[src/rtl/tlb_op_if.sv]
// tlb_op_if: WB/CP0/TLB-array signal bundle for the TLB operation controller.
//   op_valid/op_probe/op_read/op_write/flush : instruction request and abort from WB
//   index_value/entry_hi_vpn2/entry_hi_asid  : CP0 Index and EntryHi fields
//   tlb_index/tlb_entry_*                    : TLB array address and combinational tag read
//   tlb_read_enable/tlb_write_enable         : capture / write strobes
//   busy/op_done/probe_hit/probe_index       : stall, completion pulse and probe result
interface tlb_op_if #(
    parameter int INDEX_WIDTH = 4
);
    logic                   op_valid;
    logic                   op_probe;
    logic                   op_read;
    logic                   op_write;
    logic                   flush;
    logic [INDEX_WIDTH-1:0] index_value;
    logic [18:0]            entry_hi_vpn2;
    logic [7:0]             entry_hi_asid;
    logic [INDEX_WIDTH-1:0] tlb_index;
    logic [18:0]            tlb_entry_vpn2;
    logic [7:0]             tlb_entry_asid;
    logic                   tlb_entry_global;
    logic                   tlb_read_enable;
    logic                   tlb_write_enable;
    logic                   busy;
    logic                   op_done;
    logic                   probe_hit;
    logic [INDEX_WIDTH-1:0] probe_index;

    modport slave (
        input  op_valid, op_probe, op_read, op_write, flush,
        input  index_value, entry_hi_vpn2, entry_hi_asid,
        input  tlb_entry_vpn2, tlb_entry_asid, tlb_entry_global,
        output tlb_index, tlb_read_enable, tlb_write_enable,
        output busy, op_done, probe_hit, probe_index
    );

    modport master (
        output op_valid, op_probe, op_read, op_write, flush,
        output index_value, entry_hi_vpn2, entry_hi_asid,
        output tlb_entry_vpn2, tlb_entry_asid, tlb_entry_global,
        input  tlb_index, tlb_read_enable, tlb_write_enable,
        input  busy, op_done, probe_hit, probe_index
    );
endinterface

[src/rtl/tlb_op_controller.sv]
// tlb_op_controller: sequences TLBP/TLBR/TLBWI, stalling WB while an operation runs.
//   i_clk   : system clock
//   i_rst_n : asynchronous active-low reset
//   io_bus  : tlb_op_if slave (request from WB, CP0 fields, TLB array port, results)
module tlb_op_controller #(
    parameter int TLB_ENTRIES = 16,
    parameter int INDEX_WIDTH = $clog2(TLB_ENTRIES)
) (
    input logic     i_clk,
    input logic     i_rst_n,
    tlb_op_if.slave io_bus
);
    localparam logic [INDEX_WIDTH-1:0] LAST = INDEX_WIDTH'(TLB_ENTRIES - 1);

    typedef enum logic [2:0] {S_IDLE, S_PROBE, S_READ, S_WRITE, S_DONE} state_t;

    state_t                 r_state;
    state_t                 w_next;
    logic [INDEX_WIDTH-1:0] r_counter;
    logic [INDEX_WIDTH-1:0] r_index;
    logic [18:0]            r_vpn2;
    logic [7:0]             r_asid;
    logic                   r_probe_hit;
    logic [INDEX_WIDTH-1:0] r_probe_index;
    logic                   w_accept;
    logic                   w_match;
    logic                   w_last;
    logic                   w_probing;

    assign w_accept  = r_state == S_IDLE && io_bus.op_valid && !io_bus.flush &&
                       (io_bus.op_probe || io_bus.op_read || io_bus.op_write);
    assign w_match   = io_bus.tlb_entry_vpn2 == r_vpn2 &&
                       (io_bus.tlb_entry_global || io_bus.tlb_entry_asid == r_asid);
    assign w_last    = r_counter == LAST;
    // A flushed probe cycle must neither advance the scan nor publish a result.
    assign w_probing = r_state == S_PROBE && !io_bus.flush;

    always_comb begin
        w_next = r_state;
        case (r_state)
            S_IDLE:          w_next = !w_accept ? S_IDLE : io_bus.op_probe ? S_PROBE :
                                      io_bus.op_read ? S_READ : S_WRITE;
            S_PROBE:         w_next = io_bus.flush ? S_IDLE : (w_match || w_last) ? S_DONE : S_PROBE;
            S_READ, S_WRITE: w_next = io_bus.flush ? S_IDLE : S_DONE;
            default:         w_next = S_IDLE;
        endcase
    end

    always_ff @(posedge i_clk or negedge i_rst_n) begin
        if (!i_rst_n) begin
            r_state       <= S_IDLE;
            r_counter     <= '0;
            r_index       <= '0;
            r_vpn2        <= '0;
            r_asid        <= '0;
            r_probe_hit   <= 1'b0;
            r_probe_index <= '0;
        end else begin
            r_state <= w_next;
            if (w_accept) begin
                r_counter <= '0;
                r_index   <= io_bus.index_value;
                r_vpn2    <= io_bus.entry_hi_vpn2;
                r_asid    <= io_bus.entry_hi_asid;
            end else if (w_probing && !w_match && !w_last) begin
                r_counter <= r_counter + 1'b1;
            end
            if (w_probing && (w_match || w_last)) begin
                r_probe_hit   <= w_match;
                r_probe_index <= w_match ? r_counter : '0;
            end
        end
    end

    assign io_bus.tlb_index        = r_state == S_PROBE ? r_counter :
                                     (r_state == S_READ || r_state == S_WRITE) ? r_index : '0;
    assign io_bus.tlb_read_enable  = r_state == S_READ && !io_bus.flush;
    assign io_bus.tlb_write_enable = r_state == S_WRITE && !io_bus.flush;
    assign io_bus.busy             = w_accept || r_state == S_PROBE || r_state == S_READ ||
                                     r_state == S_WRITE;
    assign io_bus.op_done          = r_state == S_DONE;
    assign io_bus.probe_hit        = r_probe_hit;
    assign io_bus.probe_index      = r_probe_index;
endmodule

[src/flat_wrapper.sv]
// flat-port wrapper written by rule: the top's interface ports become plain ports
module tlb_op_controller_flat 
#(
    parameter int TLB_ENTRIES = 16,
    parameter int INDEX_WIDTH = $clog2(TLB_ENTRIES)
)
  (i_clk, i_rst_n, io_bus_op_valid, io_bus_op_probe, io_bus_op_read, io_bus_op_write, io_bus_flush, io_bus_index_value, io_bus_entry_hi_vpn2, io_bus_entry_hi_asid, io_bus_tlb_entry_vpn2, io_bus_tlb_entry_asid, io_bus_tlb_entry_global, io_bus_tlb_index, io_bus_tlb_read_enable, io_bus_tlb_write_enable, io_bus_busy, io_bus_op_done, io_bus_probe_hit, io_bus_probe_index);
  tlb_op_if #(.INDEX_WIDTH(INDEX_WIDTH)) io_bus_i ();
  input logic i_clk;
  input logic i_rst_n;
  input wire logic [$bits(io_bus_i.op_valid)-1:0] io_bus_op_valid;
  input wire logic [$bits(io_bus_i.op_probe)-1:0] io_bus_op_probe;
  input wire logic [$bits(io_bus_i.op_read)-1:0] io_bus_op_read;
  input wire logic [$bits(io_bus_i.op_write)-1:0] io_bus_op_write;
  input wire logic [$bits(io_bus_i.flush)-1:0] io_bus_flush;
  input wire logic [$bits(io_bus_i.index_value)-1:0] io_bus_index_value;
  input wire logic [$bits(io_bus_i.entry_hi_vpn2)-1:0] io_bus_entry_hi_vpn2;
  input wire logic [$bits(io_bus_i.entry_hi_asid)-1:0] io_bus_entry_hi_asid;
  input wire logic [$bits(io_bus_i.tlb_entry_vpn2)-1:0] io_bus_tlb_entry_vpn2;
  input wire logic [$bits(io_bus_i.tlb_entry_asid)-1:0] io_bus_tlb_entry_asid;
  input wire logic [$bits(io_bus_i.tlb_entry_global)-1:0] io_bus_tlb_entry_global;
  output wire logic [$bits(io_bus_i.tlb_index)-1:0] io_bus_tlb_index;
  output wire logic [$bits(io_bus_i.tlb_read_enable)-1:0] io_bus_tlb_read_enable;
  output wire logic [$bits(io_bus_i.tlb_write_enable)-1:0] io_bus_tlb_write_enable;
  output wire logic [$bits(io_bus_i.busy)-1:0] io_bus_busy;
  output wire logic [$bits(io_bus_i.op_done)-1:0] io_bus_op_done;
  output wire logic [$bits(io_bus_i.probe_hit)-1:0] io_bus_probe_hit;
  output wire logic [$bits(io_bus_i.probe_index)-1:0] io_bus_probe_index;
  assign io_bus_i.op_valid = io_bus_op_valid;
  assign io_bus_i.op_probe = io_bus_op_probe;
  assign io_bus_i.op_read = io_bus_op_read;
  assign io_bus_i.op_write = io_bus_op_write;
  assign io_bus_i.flush = io_bus_flush;
  assign io_bus_i.index_value = io_bus_index_value;
  assign io_bus_i.entry_hi_vpn2 = io_bus_entry_hi_vpn2;
  assign io_bus_i.entry_hi_asid = io_bus_entry_hi_asid;
  assign io_bus_i.tlb_entry_vpn2 = io_bus_tlb_entry_vpn2;
  assign io_bus_i.tlb_entry_asid = io_bus_tlb_entry_asid;
  assign io_bus_i.tlb_entry_global = io_bus_tlb_entry_global;
  assign io_bus_tlb_index = io_bus_i.tlb_index;
  assign io_bus_tlb_read_enable = io_bus_i.tlb_read_enable;
  assign io_bus_tlb_write_enable = io_bus_i.tlb_write_enable;
  assign io_bus_busy = io_bus_i.busy;
  assign io_bus_op_done = io_bus_i.op_done;
  assign io_bus_probe_hit = io_bus_i.probe_hit;
  assign io_bus_probe_index = io_bus_i.probe_index;
  tlb_op_controller #(.TLB_ENTRIES(TLB_ENTRIES), .INDEX_WIDTH(INDEX_WIDTH)) u_core (.i_clk(i_clk), .i_rst_n(i_rst_n), .io_bus(io_bus_i));
endmodule
[config.mk]
export PLATFORM = sky130hd
export DESIGN_NAME = tlb_op_controller_flat
export DESIGN_NICKNAME = d
export VERILOG_FILES = /design/src/rtl/tlb_op_if.sv /design/src/rtl/tlb_op_controller.sv /design/src/flat_wrapper.sv
export SDC_FILE = /design/constraint.sdc
export NUM_CORES = 1
export LEC_CHECK = 0
export ABC_CLOCK_PERIOD_IN_PS = 1600
export BUFFER_PORTS_ARGS = -buffer_cell sky130_fd_sc_hd__clkbuf_2
export CAP_MARGIN = 20
export CORE_UTILIZATION = 44
export DETAILED_ROUTE_END_ITERATION = 12
export PLACE_DENSITY = 0.72
export SLEW_MARGIN = 20
export SYNTH_ARGS = -nofsm -noshare
export SYNTH_HDL_FRONTEND = slang
export SYNTH_SLANG_ARGS = --single-unit
[constraint.sdc]
create_clock -name i_clk -period 1.6 [get_ports i_clk]
set_clock_uncertainty 0.15 [all_clocks]
set_input_delay 0.32 -clock i_clk [delete_from_list [all_inputs] [get_ports i_clk]]
set_output_delay 0.32 -clock i_clk [all_outputs]
set_load 0.01 [all_outputs]
==> run metrics <==
largest fanout on the critical path 6; required time worst endpoint 1.62 ns; starting density of the core 0.465; number of vias after detailed routing 1644; clock latency on the worst-skew pair 0.28 ns; result of the run finished, violations left; final cell count without fillers 328; total internal power 2.23 mW; maximum number of pins on one net before global-route repair 44; critical path class reg -> reg; Sw Share 0.279; number of enable flip-flop cells after synthesis 0; Net Count, Synth 229; Chip Height 70.3 um; post-detailed-routing wire length 4740 um; Num CTS Buffers 5; fraction of power consumed by the clock network 0.214; highest ir drop seen on vdd 0.630 mV; max-slew headroom at the worst pin 0.763; share of the cycle needed by the critical path after routing 1.31; type of the worst min-delay path in -> reg; Leak Pwr 1.57 nW; Mapped Cells 162; fraction of layout instances using a drive strength above 1 0.620; total of buffers placed on input and output ports 78; detail-routed net length per standard cell 14.4 um; post-DR vias/cell 5.01; post-route minimum period 2.09 ns; CP max-delay cell sky130_fd_sc_hd__dfrtp_1; Post-DP HPWL 3210 um; Critical Path AT 2.11 ns; Clock Tree Root sky130_fd_sc_hd__clkbuf_8; post-synth top area cell sky130_fd_sc_hd__dfrtp_1; violation count after the first detailed-route iteration 76; upper clock frequency limit 479 MHz; #FFs+latches synth 43; Clock Tree Buf Depth 2; clock net sink count 43; most frequent cell after synthesis sky130_fd_sc_hd__dfrtp_1; kind of end point of the critical path register; clock tree from TritonCTS yes; max capacitance violation total 0; Comb power frac 0.303; count of inserted antenna diode cells 0; power share of the sequential group 0.483; most numerous cell types in the synthesized netlist sky130_fd_sc_hd__dfrtp_1, sky130_fd_sc_hd__mux2_2, sky130_fd_sc_hd__xor2_1; number of warning messages in the yosys log 0; instance count after placement with tap cells included 307; sequential share of the synthesized area 0.524; Max Transition Viols Final 0; post-synthesis instance area 0.00205 mm^2; global-route wire length before repair 7220 um; global-route congestion overflow total 0; Fin Setup TNS -8.38 ns; RSZ-0062 raised after global routing true; Post-Route Utilization 0.698; number of rows in the core area 24; Distinct cells, synth 31; Final Hold Viols 0; vias in the first global route 1665; violations in the final reports negative setup slack; CP Cell Sequence xor2_1 > nor4_2 > buf_4 > a21oi_4 > nor3_4 > o21ai_2 > a22o_1; total I/O pin count 79; area of the placeable core 0.00441 mm^2; Die W 70.3 um; dominant synthesized flop cell sky130_fd_sc_hd__dfrtp_1; Layout area overhead 50.0%; main area contributors after synthesis sky130_fd_sc_hd__dfrtp_1, sky130_fd_sc_hd__mux2_2, sky130_fd_sc_hd__xor2_1; Final Wtd Congestion 0.836; All-Layer GR Usage 0.191; DR DRC count 0; net total in the final layout 343; ratio of total power to cell area 1000 mW/mm^2; Hold Worst Slack 0.112 ns; Post-DRT Antenna Nets 0; share of Yosys cell area claimed by the top area cell type 0.524; delay contributed by the slowest stage of the critical path 0.40 ns; router iterations before antenna repair 4; Die ar. 0.00495 mm^2; post-route total power 3.10 mW; # H-tree levels 2; initial antenna violation count 0; critical path launch point type register; switching power of the nets 0.862 mW; number of failing setup endpoints in the final timing report 50; slew of the pin with the lowest slew margin 0.352 ns; Reg clk slew, reported paths 0.08 ns; Async SR Flop Fraction 1.00; synthesized area divided by synthesized cell count 12.7 um^2; worst-case setup margin in the final layout -0.488 ns; number of fillers in the final layout 343
[power groups by stage]
| stage | Sequential (mW) | Combinational (mW) | Clock (mW) |
|---|---|---|---|
| 3_3_place_gp | 1.50 | 0.762 | 0 |
| 2_1_floorplan | 1.48 | 0.505 | 0 |
| 3_5_place_dp | 1.51 | 0.785 | 0 |
| 4_1_cts | 1.49 | 0.872 | 0.692 |
| 6_report | 1.50 | 0.937 | 0.663 |
| 5_1_grt | 1.52 | 1.03 | 0.737 |
[stage by stage]
step,area (um^2),setup WS [ns]
2_1_floorplan,2110,-0.137
3_3_place_gp,2690,-0.543
3_5_place_dp,2690,-0.606
4_1_cts,2940,-0.422
5_1_grt,3080,-0.545
6_report,3080,-0.488
[sequential cells by signal (all words and copies together), names as in the netlist]
| register | cells |
|---|---|
| u_core.r_vpn2 | 19 |
| u_core.r_asid | 8 |
| u_core.io_bus.probe_index | 4 |
| u_core.r_counter | 4 |
| u_core.r_index | 4 |
| u_core.r_state | 3 |
| u_core.io_bus.probe_hit | 1 |
[cells by family (layout without fill, tap and decap cells)]
group,count (synthesis),count (layout),share of synthesized area
AOI/OAI and AO/OA,13,13,0.0475
xor gates and xnor gates,27,27,0.115
adders and majority gates,1,1,0.00609
buffers and inverters,5,119,0.0140
DFF,43,43,0.524
muxes,35,35,0.189
and+or+nand+nor,38,38,0.104
[timing repair]
| action | 4_1_cts | 5_1_grt |
|---|---|---|
| resized for setup | 22 | 21 |
| pin swaps | 15 | 10 |
| cloned | 1 | 2 |
| endpoints found under the hold margin | 43 | 0 |
| buffers inserted | 6 | 4 |
| hold buffers | 1 | 0 |
| setup endpoints to repair | 21 | 49 |
[worst paths after layout]
check	endpoint	cells after the start	slack, ns	startpoint
max in group asynchronous	u_core.r_state[1]$_DFF_PN0_	3	0.68	i_rst_n
hold / removal	u_core.r_index[3]$_DFFE_PN0N_	2	0.11	io_bus_index_value[3]
setup / recovery	u_core.io_bus.probe_index[2]$_DFFE_PN0P_	7	-0.49	u_core.r_asid[6]$_DFFE_PN0N_
hold reg to reg	u_core.io_bus.probe_hit$_DFFE_PN0P_	1	0.35	u_core.io_bus.probe_hit$_DFFE_PN0P_
setup reg to reg	u_core.io_bus.probe_index[2]$_DFFE_PN0P_	7	-0.49	u_core.r_asid[6]$_DFFE_PN0N_
min in group asynchronous	u_core.r_vpn2[10]$_DFFE_PN0N_	3	0.39	i_rst_n
[placed cells by master, fill, tap and decap left out, types with 2 or more instances in the layout]
cell type and count:
sky130_fd_sc_hd__nor4_1 2, sky130_fd_sc_hd__nand4_1 2, sky130_fd_sc_hd__clkbuf_16 2, sky130_fd_sc_hd__dfrtp_1 42, sky130_fd_sc_hd__and2_4 2, sky130_fd_sc_hd__clkbuf_2 70, sky130_fd_sc_hd__nor2_4 2, sky130_fd_sc_hd__a22oi_2 4
sky130_fd_sc_hd__a22o_1 4, sky130_fd_sc_hd__nor4_2 4, sky130_fd_sc_hd__buf_6 8, sky130_fd_sc_hd__buf_2 6, sky130_fd_sc_hd__buf_4 20, sky130_fd_sc_hd__clkbuf_8 6, sky130_fd_sc_hd__nor2_2 2, sky130_fd_sc_hd__buf_12 2
sky130_fd_sc_hd__nor2_1 5, sky130_fd_sc_hd__xnor2_1 3, sky130_fd_sc_hd__nand3_1 2, sky130_fd_sc_hd__mux2i_1 4, sky130_fd_sc_hd__mux2_2 22, sky130_fd_sc_hd__nand2_1 5, sky130_fd_sc_hd__xor2_1 24, sky130_fd_sc_hd__mux2_4 9
[critical path, delay by kind of cell, from the launching register on]
family                 cells  cell delay [ns]
XOR/XNOR                   1             0.16
AND/OR/NAND/NOR            2             0.66
flip-flops                 1             0.40
AO/OA/AOI/OAI              3             0.43
buffers and inverters      1             0.19
[routing by layer]
layer	share of wire	vias to the layer above	routed length, um	GRT usage
met4	0.0093	0	44	0.0711
li1	-	799	-	-
met3	0.036	4	169	0.0491
met5	0	-	0	0
met2	0.52	41	2480	0.332
met1	0.43	800	2040	0.225
[final cells by class]
cell class,count,area [um^2],area share
Clock buffer,6,82.6,0.0268
Clock inverter,1,5.00,0.00162
Inverter,1,3.75,0.00122
Multi-Input combinational cell,114,1080,0.352
Sequential cell,43,1080,0.350
Tap cell,52,65.1,0.0211
Timing Repair Buffer,111,763,0.248
Power figures use the tool's default switching activity.
